### src/rtl/conv_frame_ctrl_if.sv
// Pixel-ingest and window-issue handshake bundle of the convolution frame controller.
`default_nettype none

interface conv_frame_ctrl_if #(
    parameter int ADDR_W  = 11,
    parameter int COORD_W = 6
);
    logic               start;
    logic               pix_valid;
    logic               pix_ready;
    logic               wr_en;
    logic [ADDR_W-1:0]  wr_addr;
    logic               win_valid;
    logic               win_ready;
    logic [ADDR_W-1:0]  win_addr;
    logic [COORD_W-1:0] win_row;
    logic [COORD_W-1:0] win_col;
    logic               busy;
    logic               done;
    logic [15:0]        stall_cnt;

    modport master (
        input  start, pix_valid, win_ready,
        output pix_ready, wr_en, wr_addr, win_valid, win_addr, win_row, win_col,
               busy, done, stall_cnt
    );

    modport slave (
        output start, pix_valid, win_ready,
        input  pix_ready, wr_en, wr_addr, win_valid, win_addr, win_row, win_col,
               busy, done, stall_cnt
    );
endinterface

`default_nettype wire

### src/rtl/conv_frame_ctrl.sv
// ============================================================================
//  Module   : conv_frame_ctrl
//  Purpose  : Frame controller - buffers one IMG_W x IMG_H frame and issues
//             every KxK window as soon as its last pixel has been written.
//  Option   : CONV_FRAME_CTRL_PERF_EN enables the datapath starvation counter.
//  Revision : 1.0 - initial release
// ============================================================================
`default_nettype none

module conv_frame_ctrl #(
    parameter int IMG_W   = 32,
    parameter int IMG_H   = 32,
    parameter int K       = 3,
    parameter int ADDR_W  = 11,
    parameter int COORD_W = 6
) (
    input  wire logic          clk,
    input  wire logic          reset,
    conv_frame_ctrl_if.master  bus
);

    localparam int C_N        = IMG_W * IMG_H;
    localparam int C_COL_LAST = IMG_W - K;
    localparam int C_ROW_LAST = IMG_H - K;
    localparam int C_NEED_OFS = (K - 1) * IMG_W + (K - 1);

    typedef enum logic [1:0] {
        S_IDLE  = 2'd0,
        S_RUN   = 2'd1,
        S_DRAIN = 2'd2,
        S_DONE  = 2'd3
    } state_t;

    state_t             r_state;
    state_t             w_state_nxt;

    logic [ADDR_W:0]    r_pix_cnt;
    logic [ADDR_W-1:0]  r_win_addr;
    logic [COORD_W-1:0] r_win_row;
    logic [COORD_W-1:0] r_win_col;

    logic [ADDR_W+1:0]  w_need;
    logic               w_pix_ready;
    logic               w_busy;
    logic               w_done;
    logic               w_win_valid;
    logic               w_pix_hs;
    logic               w_win_hs;
    logic               w_start_acc;
    logic               w_last_pix;
    logic               w_col_wrap;
    logic               w_last_win;

    // Window is ready once its bottom-right pixel index lies below the written count.
    assign w_need      = {2'b00, r_win_addr} + (ADDR_W+2)'(C_NEED_OFS);
    assign w_win_valid = w_busy && ({1'b0, r_pix_cnt} > w_need);

    assign w_pix_hs    = w_pix_ready & bus.pix_valid;
    assign w_win_hs    = w_win_valid & bus.win_ready;
    assign w_start_acc = (r_state == S_IDLE) && bus.start;
    assign w_last_pix  = (r_pix_cnt == (ADDR_W+1)'(C_N - 1));
    assign w_col_wrap  = (r_win_col == COORD_W'(C_COL_LAST));
    assign w_last_win  = w_col_wrap && (r_win_row == COORD_W'(C_ROW_LAST));

    always_ff @(posedge clk or posedge reset) begin
        if (reset) begin
            r_state <= S_IDLE;
        end else begin
            r_state <= w_state_nxt;
        end
    end

    always_comb begin
        w_state_nxt = r_state;
        w_pix_ready = 1'b0;
        w_busy      = 1'b0;
        w_done      = 1'b0;
        case (r_state)
            S_IDLE: begin
                if (bus.start) begin
                    w_state_nxt = S_RUN;
                end
            end
            S_RUN: begin
                w_pix_ready = 1'b1;
                w_busy      = 1'b1;
                if (w_pix_hs && w_last_pix) begin
                    w_state_nxt = S_DRAIN;
                end
            end
            S_DRAIN: begin
                w_busy = 1'b1;
                if (w_win_hs && w_last_win) begin
                    w_state_nxt = S_DONE;
                end
            end
            S_DONE: begin
                w_done      = 1'b1;
                w_state_nxt = S_IDLE;
            end
            default: begin
                w_state_nxt = S_IDLE;
            end
        endcase
    end

    always_ff @(posedge clk or posedge reset) begin
        if (reset) begin
            r_pix_cnt  <= '0;
            r_win_addr <= '0;
            r_win_row  <= '0;
            r_win_col  <= '0;
        end else if (w_start_acc) begin
            r_pix_cnt  <= '0;
            r_win_addr <= '0;
            r_win_row  <= '0;
            r_win_col  <= '0;
        end else begin
            if (w_pix_hs) begin
                r_pix_cnt <= r_pix_cnt + (ADDR_W+1)'(1);
            end
            if (w_win_hs) begin
                if (w_col_wrap) begin
                    // Skip the K-1 columns that cannot start a window.
                    r_win_col  <= '0;
                    r_win_row  <= r_win_row + COORD_W'(1);
                    r_win_addr <= r_win_addr + ADDR_W'(K);
                end else begin
                    r_win_col  <= r_win_col + COORD_W'(1);
                    r_win_addr <= r_win_addr + ADDR_W'(1);
                end
            end
        end
    end

`ifdef CONV_FRAME_CTRL_PERF_EN
    logic [15:0] r_stall_cnt;

    always_ff @(posedge clk or posedge reset) begin
        if (reset) begin
            r_stall_cnt <= '0;
        end else if (w_start_acc) begin
            r_stall_cnt <= '0;
        end else if (w_busy && bus.win_ready && !w_win_valid && (r_stall_cnt != 16'hFFFF)) begin
            r_stall_cnt <= r_stall_cnt + 16'd1;
        end
    end

    assign bus.stall_cnt = r_stall_cnt;
`else
    assign bus.stall_cnt = 16'd0;
`endif

    assign bus.pix_ready = w_pix_ready;
    assign bus.wr_en     = w_pix_hs;
    assign bus.wr_addr   = r_pix_cnt[ADDR_W-1:0];
    assign bus.win_valid = w_win_valid;
    assign bus.win_addr  = r_win_addr;
    assign bus.win_row   = r_win_row;
    assign bus.win_col   = r_win_col;
    assign bus.busy      = w_busy;
    assign bus.done      = w_done;

endmodule

`default_nettype wire

### src/flat_wrapper.sv
// flat-port wrapper written by rule: the top's interface ports become plain ports
module conv_frame_ctrl_flat 
#(
    parameter int IMG_W   = 32,
    parameter int IMG_H   = 32,
    parameter int K       = 3,
    parameter int ADDR_W  = 11,
    parameter int COORD_W = 6
)
  (clk, reset, bus_start, bus_pix_valid, bus_win_ready, bus_pix_ready, bus_wr_en, bus_wr_addr, bus_win_valid, bus_win_addr, bus_win_row, bus_win_col, bus_busy, bus_done, bus_stall_cnt);
  conv_frame_ctrl_if #(.ADDR_W(ADDR_W), .COORD_W(COORD_W)) bus_i ();
  input  wire logic clk;
  input  wire logic reset;
  input wire logic [$bits(bus_i.start)-1:0] bus_start;
  input wire logic [$bits(bus_i.pix_valid)-1:0] bus_pix_valid;
  input wire logic [$bits(bus_i.win_ready)-1:0] bus_win_ready;
  output wire logic [$bits(bus_i.pix_ready)-1:0] bus_pix_ready;
  output wire logic [$bits(bus_i.wr_en)-1:0] bus_wr_en;
  output wire logic [$bits(bus_i.wr_addr)-1:0] bus_wr_addr;
  output wire logic [$bits(bus_i.win_valid)-1:0] bus_win_valid;
  output wire logic [$bits(bus_i.win_addr)-1:0] bus_win_addr;
  output wire logic [$bits(bus_i.win_row)-1:0] bus_win_row;
  output wire logic [$bits(bus_i.win_col)-1:0] bus_win_col;
  output wire logic [$bits(bus_i.busy)-1:0] bus_busy;
  output wire logic [$bits(bus_i.done)-1:0] bus_done;
  output wire logic [$bits(bus_i.stall_cnt)-1:0] bus_stall_cnt;
  assign bus_i.start = bus_start;
  assign bus_i.pix_valid = bus_pix_valid;
  assign bus_i.win_ready = bus_win_ready;
  assign bus_pix_ready = bus_i.pix_ready;
  assign bus_wr_en = bus_i.wr_en;
  assign bus_wr_addr = bus_i.wr_addr;
  assign bus_win_valid = bus_i.win_valid;
  assign bus_win_addr = bus_i.win_addr;
  assign bus_win_row = bus_i.win_row;
  assign bus_win_col = bus_i.win_col;
  assign bus_busy = bus_i.busy;
  assign bus_done = bus_i.done;
  assign bus_stall_cnt = bus_i.stall_cnt;
  conv_frame_ctrl #(.IMG_W(IMG_W), .IMG_H(IMG_H), .K(K), .ADDR_W(ADDR_W), .COORD_W(COORD_W)) u_core (.clk(clk), .reset(reset), .bus(bus_i));
endmodule
### config.mk
export PLATFORM = sky130hd
export DESIGN_NAME = conv_frame_ctrl_flat
export DESIGN_NICKNAME = d
export VERILOG_FILES = /design/src/rtl/conv_frame_ctrl_if.sv /design/src/rtl/conv_frame_ctrl.sv /design/src/flat_wrapper.sv
export SDC_FILE = /design/constraint.sdc
export NUM_CORES = 1
export LEC_CHECK = 0
export CORE_MARGIN = 2
export CORE_UTILIZATION = 35
export DETAILED_ROUTE_END_ITERATION = 7
export DONT_BUFFER_PORTS = 1
export PLACE_DENSITY = 0.6
export SLEW_MARGIN = 25
export SYNTH_ARGS = -nofsm -noshare
export SYNTH_HDL_FRONTEND = slang
export SYNTH_SLANG_ARGS = --single-unit
### constraint.sdc
create_clock -name clk -period 3.7 [get_ports clk]
set_input_delay 0.185 -clock clk [delete_from_list [all_inputs] [get_ports clk]]
set_output_delay 0.185 -clock clk [all_outputs]
set_load 0.02 [all_outputs]
Word-level counts from Yosys, hierarchy flattened:

Cells that the tools add are included.

* multiplexer cells: 18
* $add $sub $neg: 6
* reduce and logical (&&, ||, !) cells: 12
* bitwise operators: 2
* order comparisons: 1
* equal/unequal tests: 9

Operator list (count)
* two-way mux 6 bit: 6
* two-way mux 11 bit: 3
* two-way mux 12 bit: 2
* greater-than comparator 12 x 13 -> 1 bit: 1
* adder 11 x 7 -> 12 bit (second input constant): 1
* adder 12 x 1 -> 12 bit (second input constant): 1
* adder 6 x 1 -> 6 bit (second input constant): 2
* equality test 12 x 10 -> 1 bit (second input constant): 1
* equality test 6 x 5 -> 1 bit (second input constant): 2
* adder 11 x 1 -> 11 bit (second input constant): 1
* adder 11 x 2 -> 11 bit (second input constant): 1
* one-hot mux 2 bit (4 select lines): 1
* two-way mux 2 bit: 3
* nonzero test 2 bit: 3
* logical AND 1 bit: 5
* equality test 2 bit (second input constant): 2
* inequality test 2 x 1 -> 1 bit (second input constant): 2
* two-way mux 1 bit: 3
* AND reduction 3 bit: 1
* bitwise AND 1 bit: 2
* equality test 2 x 1 -> 1 bit (second input constant): 1
* logical NOT 2 bit: 1
* inequality test 2 bit (second input constant): 1
* AND reduction 2 bit: 1
* OR reduction 2 bit: 1

* bits of input ports: 5
* flip-flop bits (word level): 37
* output and inout port bits: 55
* logic and storage cells: 53

Logic depth before layout (Yosys ltp):

* word-level depth: 8
* mapped depth: 13
* depth with buffers taken out: 10

Least setup slack after synthesis:

OpenSTA, ideal clock, no wires.

* path type: register to register
* from: register u_core.r_win_addr[1], in the netlist u_core.bus.win_addr[1]
* to: register u_core.r_win_addr[8], in the netlist u_core.bus.win_addr[8]
* data arrival time: 2.890 ns
* library setup time: 0.139 ns
* stages on the path, launching flop included: 12
* setup slack: 0.671 ns
* path buffers: 2
* period minus slack after synthesis: 3.029 ns
* required time: 3.561 ns
* cells stage by stage: dfrtp_1 -> ha_1 -> a41oi_1 -> or3_1 -> ha_1 -> nand3_2 -> nor3_2 -> a211oi_2 -> buf_6 -> buf_2 -> o311ai_0 -> o31ai_1

* longest elaborated chain between the ends: 5
* elaborated cells between the ends (all ways): 10
* classes of those cells: add/sub: 3; order compare: 1; mux: 3; bitwise: 1; reduce/logical: 2

RTL lines
* start, declared: line conv_frame_ctrl.sv:38 `logic [ADDR_W-1:0] r_win_addr;`
* start signal, assigned: line conv_frame_ctrl.sv:127 `r_win_addr <= r_win_addr + ADDR_W'(K);`
* start signal, assigned: line conv_frame_ctrl.sv:130 `r_win_addr <= r_win_addr + ADDR_W'(1);`
* adder 11 x 7 -> 12 bit: line conv_frame_ctrl.sv:55 `assign w_need = {2'b00, r_win_addr} + (ADDR_W+2)'(C_NEED_OFS);`
* greater-than comparator 12 x 13 -> 1 bit: line conv_frame_ctrl.sv:56 `assign w_win_valid = w_busy && ({1'b0, r_pix_cnt} > w_need);`
* logical AND 1 bit: line conv_frame_ctrl.sv:56
* bitwise AND 1 bit: line conv_frame_ctrl.sv:59 `assign w_win_hs = w_win_valid & bus.win_ready;`
* nonzero test 2 bit (no line)

Several ways; a longest one is shown, not always the timed one. The select of a mux whose other input is x is not followed.
A chain may end at the register's enable or synchronous reset.

Worst setup path in the final report:

* from: register u_core.r_win_addr[5], in the netlist u_core.bus.win_addr[5]
* to: output bus_win_valid

* longest elaborated chain between the ends: 3

RTL lines
* adder 11 x 7 -> 12 bit: line conv_frame_ctrl.sv:55
* greater-than comparator 12 x 13 -> 1 bit: line conv_frame_ctrl.sv:56
* logical AND 1 bit: line conv_frame_ctrl.sv:56
* end, declared: line flat_wrapper.sv:20 `output wire logic [$bits(bus_i.win_valid)-1:0] bus_win_valid;`

Every way passes these cells.

==> results_dict.tcl <==
set metrics [dict create \
    synthTopCellsByArea "dfrtp_1, ha_1, buf_4, a21oi_1, nand2_1" \
    diodes 0 \
    netlist.area_leader.share 0.320 \
    yosysSeqAreaShare 0.320 \
    viasPerCell 5.57 \
    slowest_delay_ps 590 \
    cts-root-buf "clkbuf_8" \
    critPathCaptureType "output port" \
    insertion_delay_ps 310 \
    ys.flop_type "dfrtp_1" \
    syn_to_final_growth_pct 3.55 \
    synthArstFlopShare 1.00 \
    rows 33 \
    ant_nets 0 \
    yosys.area_share.adder 0.111 \
    synth_top_family_by_area "simple AND/OR/NAND/NOR gates" \
    hold_path.class "in -> reg" \
    worst_pin_slew_ps 741 \
    synth_area_leader_cell "dfrtp_1" \
    fin_crit_ps 3270 \
    die_h_um 94.9 \
    max_freq_mhz 306 \
    hold_viol_final 0 \
    endpoint "bus_win_valid" \
    cp-start-kind "flip-flop" \
    synth_compound_area_frac 0.159 \
    grtUsageTotal 0.164 \
    netlist-cell-type-count 54 \
    power.leakage_nw 1.30 \
    core-area_um2 8090 \
    fin_nets 342 \
    clock_path_buffers 2 \
    h-tree-depth 2 \
    grt_pass1_vias 2183 \
    die_x_um 94.9 \
    ir_worst_vdd_mv 0.138 \
    syn_area_per_cell_um2 9.00 \
    drt_iter0_markers 97 \
    path_cells "a41oi_1 -> or3_1 -> ha_1 -> a21oi_1 -> o211ai_2 -> a211oi_4 -> nor2_1" \
    syn_area_um2 2890 \
    dieArea_um2 9000 \
    post_dp_cell_area_um2 2860 \
    synth_xor_area_frac 0.0515 \
    crit_family "compound AO/OA/AOI/OAI gates" \
    vias 2329 \
    cts_sinks 37 \
    firstDrtPassIters 4 \
    fin_skew_ps 15.5 \
    fin_crit_sh 0.883 \
    slowest_stage "dfrtp_1" \
    grt_max_degree 38 \
    cts_tree "yes" \
    setup_viol 0 \
    cts_buffers 5 \
    synth-simple-area-share 0.226 \
    cp_num_buf_inv 0 \
    initial_core_util 0.357 \
    required_ps 3510 \
    seq_area_um2 926 \
    io_buffers 0 \
    crit_type "reg -> out" \
    drive_gt1_frac 0.0831 \
    rsz0062_at_grt "false" \
    r2r-start "u_core.bus.win_addr[5]" \
    multi_input_area_um2 1690 \
    antenna_found_initial 0 \
    place.gp.congestion 0.806 \
    slew_headroom 0.506 \
    path_clk_slew_ps 90 \
    finalInstanceArea_um2 2990 \
    slew_violations 0 \
    reg2reg_setup_slack_ps 510 \
    drc_errors 0 \
    synth-warning-count 0 \
    ys_seq_elements 37 \
    r2r_end "u_core.bus.win_row[2]" \
    path_max_fanout 15 \
    wl_mm 7.01 \
    max-cap-violations 0 \
    pin_count 60 \
    muxShareOfSynthArea 0.0139 \
    critical_path_depth 7 \
    wl_per_cell_um 16.8 \
    grt_pass1_wl_mm 11.2 \
    power_density_nw_per_um2 445 \
    totalNegativeSetupSlack_ps 0 \
    synth_cells 321 \
    grt-ovfl-total 0 \
    dp_hpwl_mm 5.08 \
    synth-edff-count 0 \
    postCtsSetupBuffers 0 \
    fillers 833 \
    startpoint "u_core.bus.win_addr[5]" \
    r2r_cells 9 \
    worstPathArrival_ps 3080 \
    status "completed" \
]
==> report_power, final <==
| group | total (W) | internal (W) | switching [W] |
|---|---|---|---|
| combinational | 0.000466 | 0.000132 | 0.000333 |
| sequential | 0.000484 | 0.000430 | 0.0000545 |
| clock | 0.000383 | 0.000219 | 0.000164 |
==> cells by family after synthesis <==
family | Yosys count
AND/OR/NAND/NOR | 119
AO/OA/AOI/OAI | 65
buffers and inverters | 53
flip-flops | 37
adder cells (fa/ha/maj) | 25
XOR/XNOR | 17
multiplexers | 4
other | 1
==> worst min-delay path, stage by stage <==
cell     delay, ps
inv_1           30
nor2_1         150
nand3_1        130
a21oi_1         50
==> cell type report <==
type,instances,share of cell area
multi-input combinational,246,0.564
sequential,37,0.309
tap,105,0.0439
clock buffer,6,0.0276
timing repair buffer,9,0.0259
inverter,13,0.0163
clock inverter,2,0.0125
==> layer usage <==
layer | up-vias | wire length [um] | global-route usage
li1 | 1114 | - | -
met1 | 1140 | 3020 | 0.199
met2 | 63 | 3420 | 0.273
met3 | 12 | 431 | 0.0471
met4 | 0 | 145 | 0.0664
met5 | - | 0 | 0
==> worst min path at each step <==
stage                  startpoint                     end  slack [ps]  cells past startpoint
floorplan                   reset  u_core.bus.win_addr[0]         360                      1
detailed placement          reset     u_core.r_pix_cnt[1]         240                      2
global placement            reset     u_core.r_pix_cnt[1]         230                      2
finish              bus_win_ready  u_core.bus.win_addr[1]         270                      4
CTS                 bus_win_ready  u_core.bus.win_addr[1]         260                      4
global route        bus_win_ready  u_core.bus.win_addr[1]         280                      4
==> synth_stat cells (4+ instances only) <==
cell type  count
a21oi_1       21
and2_1         5
buf_2          4
buf_4         27
clkbuf_1       4
dfrtp_1       37
ha_1          24
inv_1         13
mux2i_1        4
nand2_1       23
nand2b_1       7
nand3_1       13
nand4_1       10
nor2_1        21
nor3_1         9
o21ai_0        8
o31ai_1       10
or3_1          6
or4_1          9
xnor2_1        8
xor2_1         9
==> cells in the final DEF, fill, tap and decap left out, types with 4 or more instances in the layout <==
cell type  count
clkbuf_8       6
o21ai_0        8
nand3_1       13
nor3_1         9
mux2i_1        4
or3_1          6
buf_4          7
a21oi_1       21
inv_1         13
xor2_1         9
xnor2_1        8
nand2b_1       7
ha_1          24
nand2_1       23
nor2_1        21
conb_1        16
nand4_1       10
dfrtp_1       37
and2_1         5
o31ai_1       10
or4_1          9
==> registers in the layout, summed over array words and instances, names as in the netlist <==
name / flops
u_core.r_state: 2
u_core.bus.win_row: 6
u_core.r_pix_cnt: 12
u_core.bus.win_addr: 11
u_core.bus.win_col: 6
==> per-stage QoR <==
stage	instances	utilization	hold slack (ps)	setup WS, ps	total power, W
2_1_floorplan	336	-	365	671	0.000909
3_3_place_gp	408	0.352	235	322	0.000949
3_5_place_dp	409	0.354	242	544	0.000962
4_1_cts	418	0.370	263	417	0.00135
5_1_grt	418	0.370	283	289	0.00141
6_report	418	0.370	273	432	0.00133
==> timing repair <==
item                                   CTS  global route
resized for setup                        0             0
setup endpoints to repair                0             0
hold buffers                             1             0
endpoints found under the hold margin   37             0
Power figures use the tool's default switching activity.
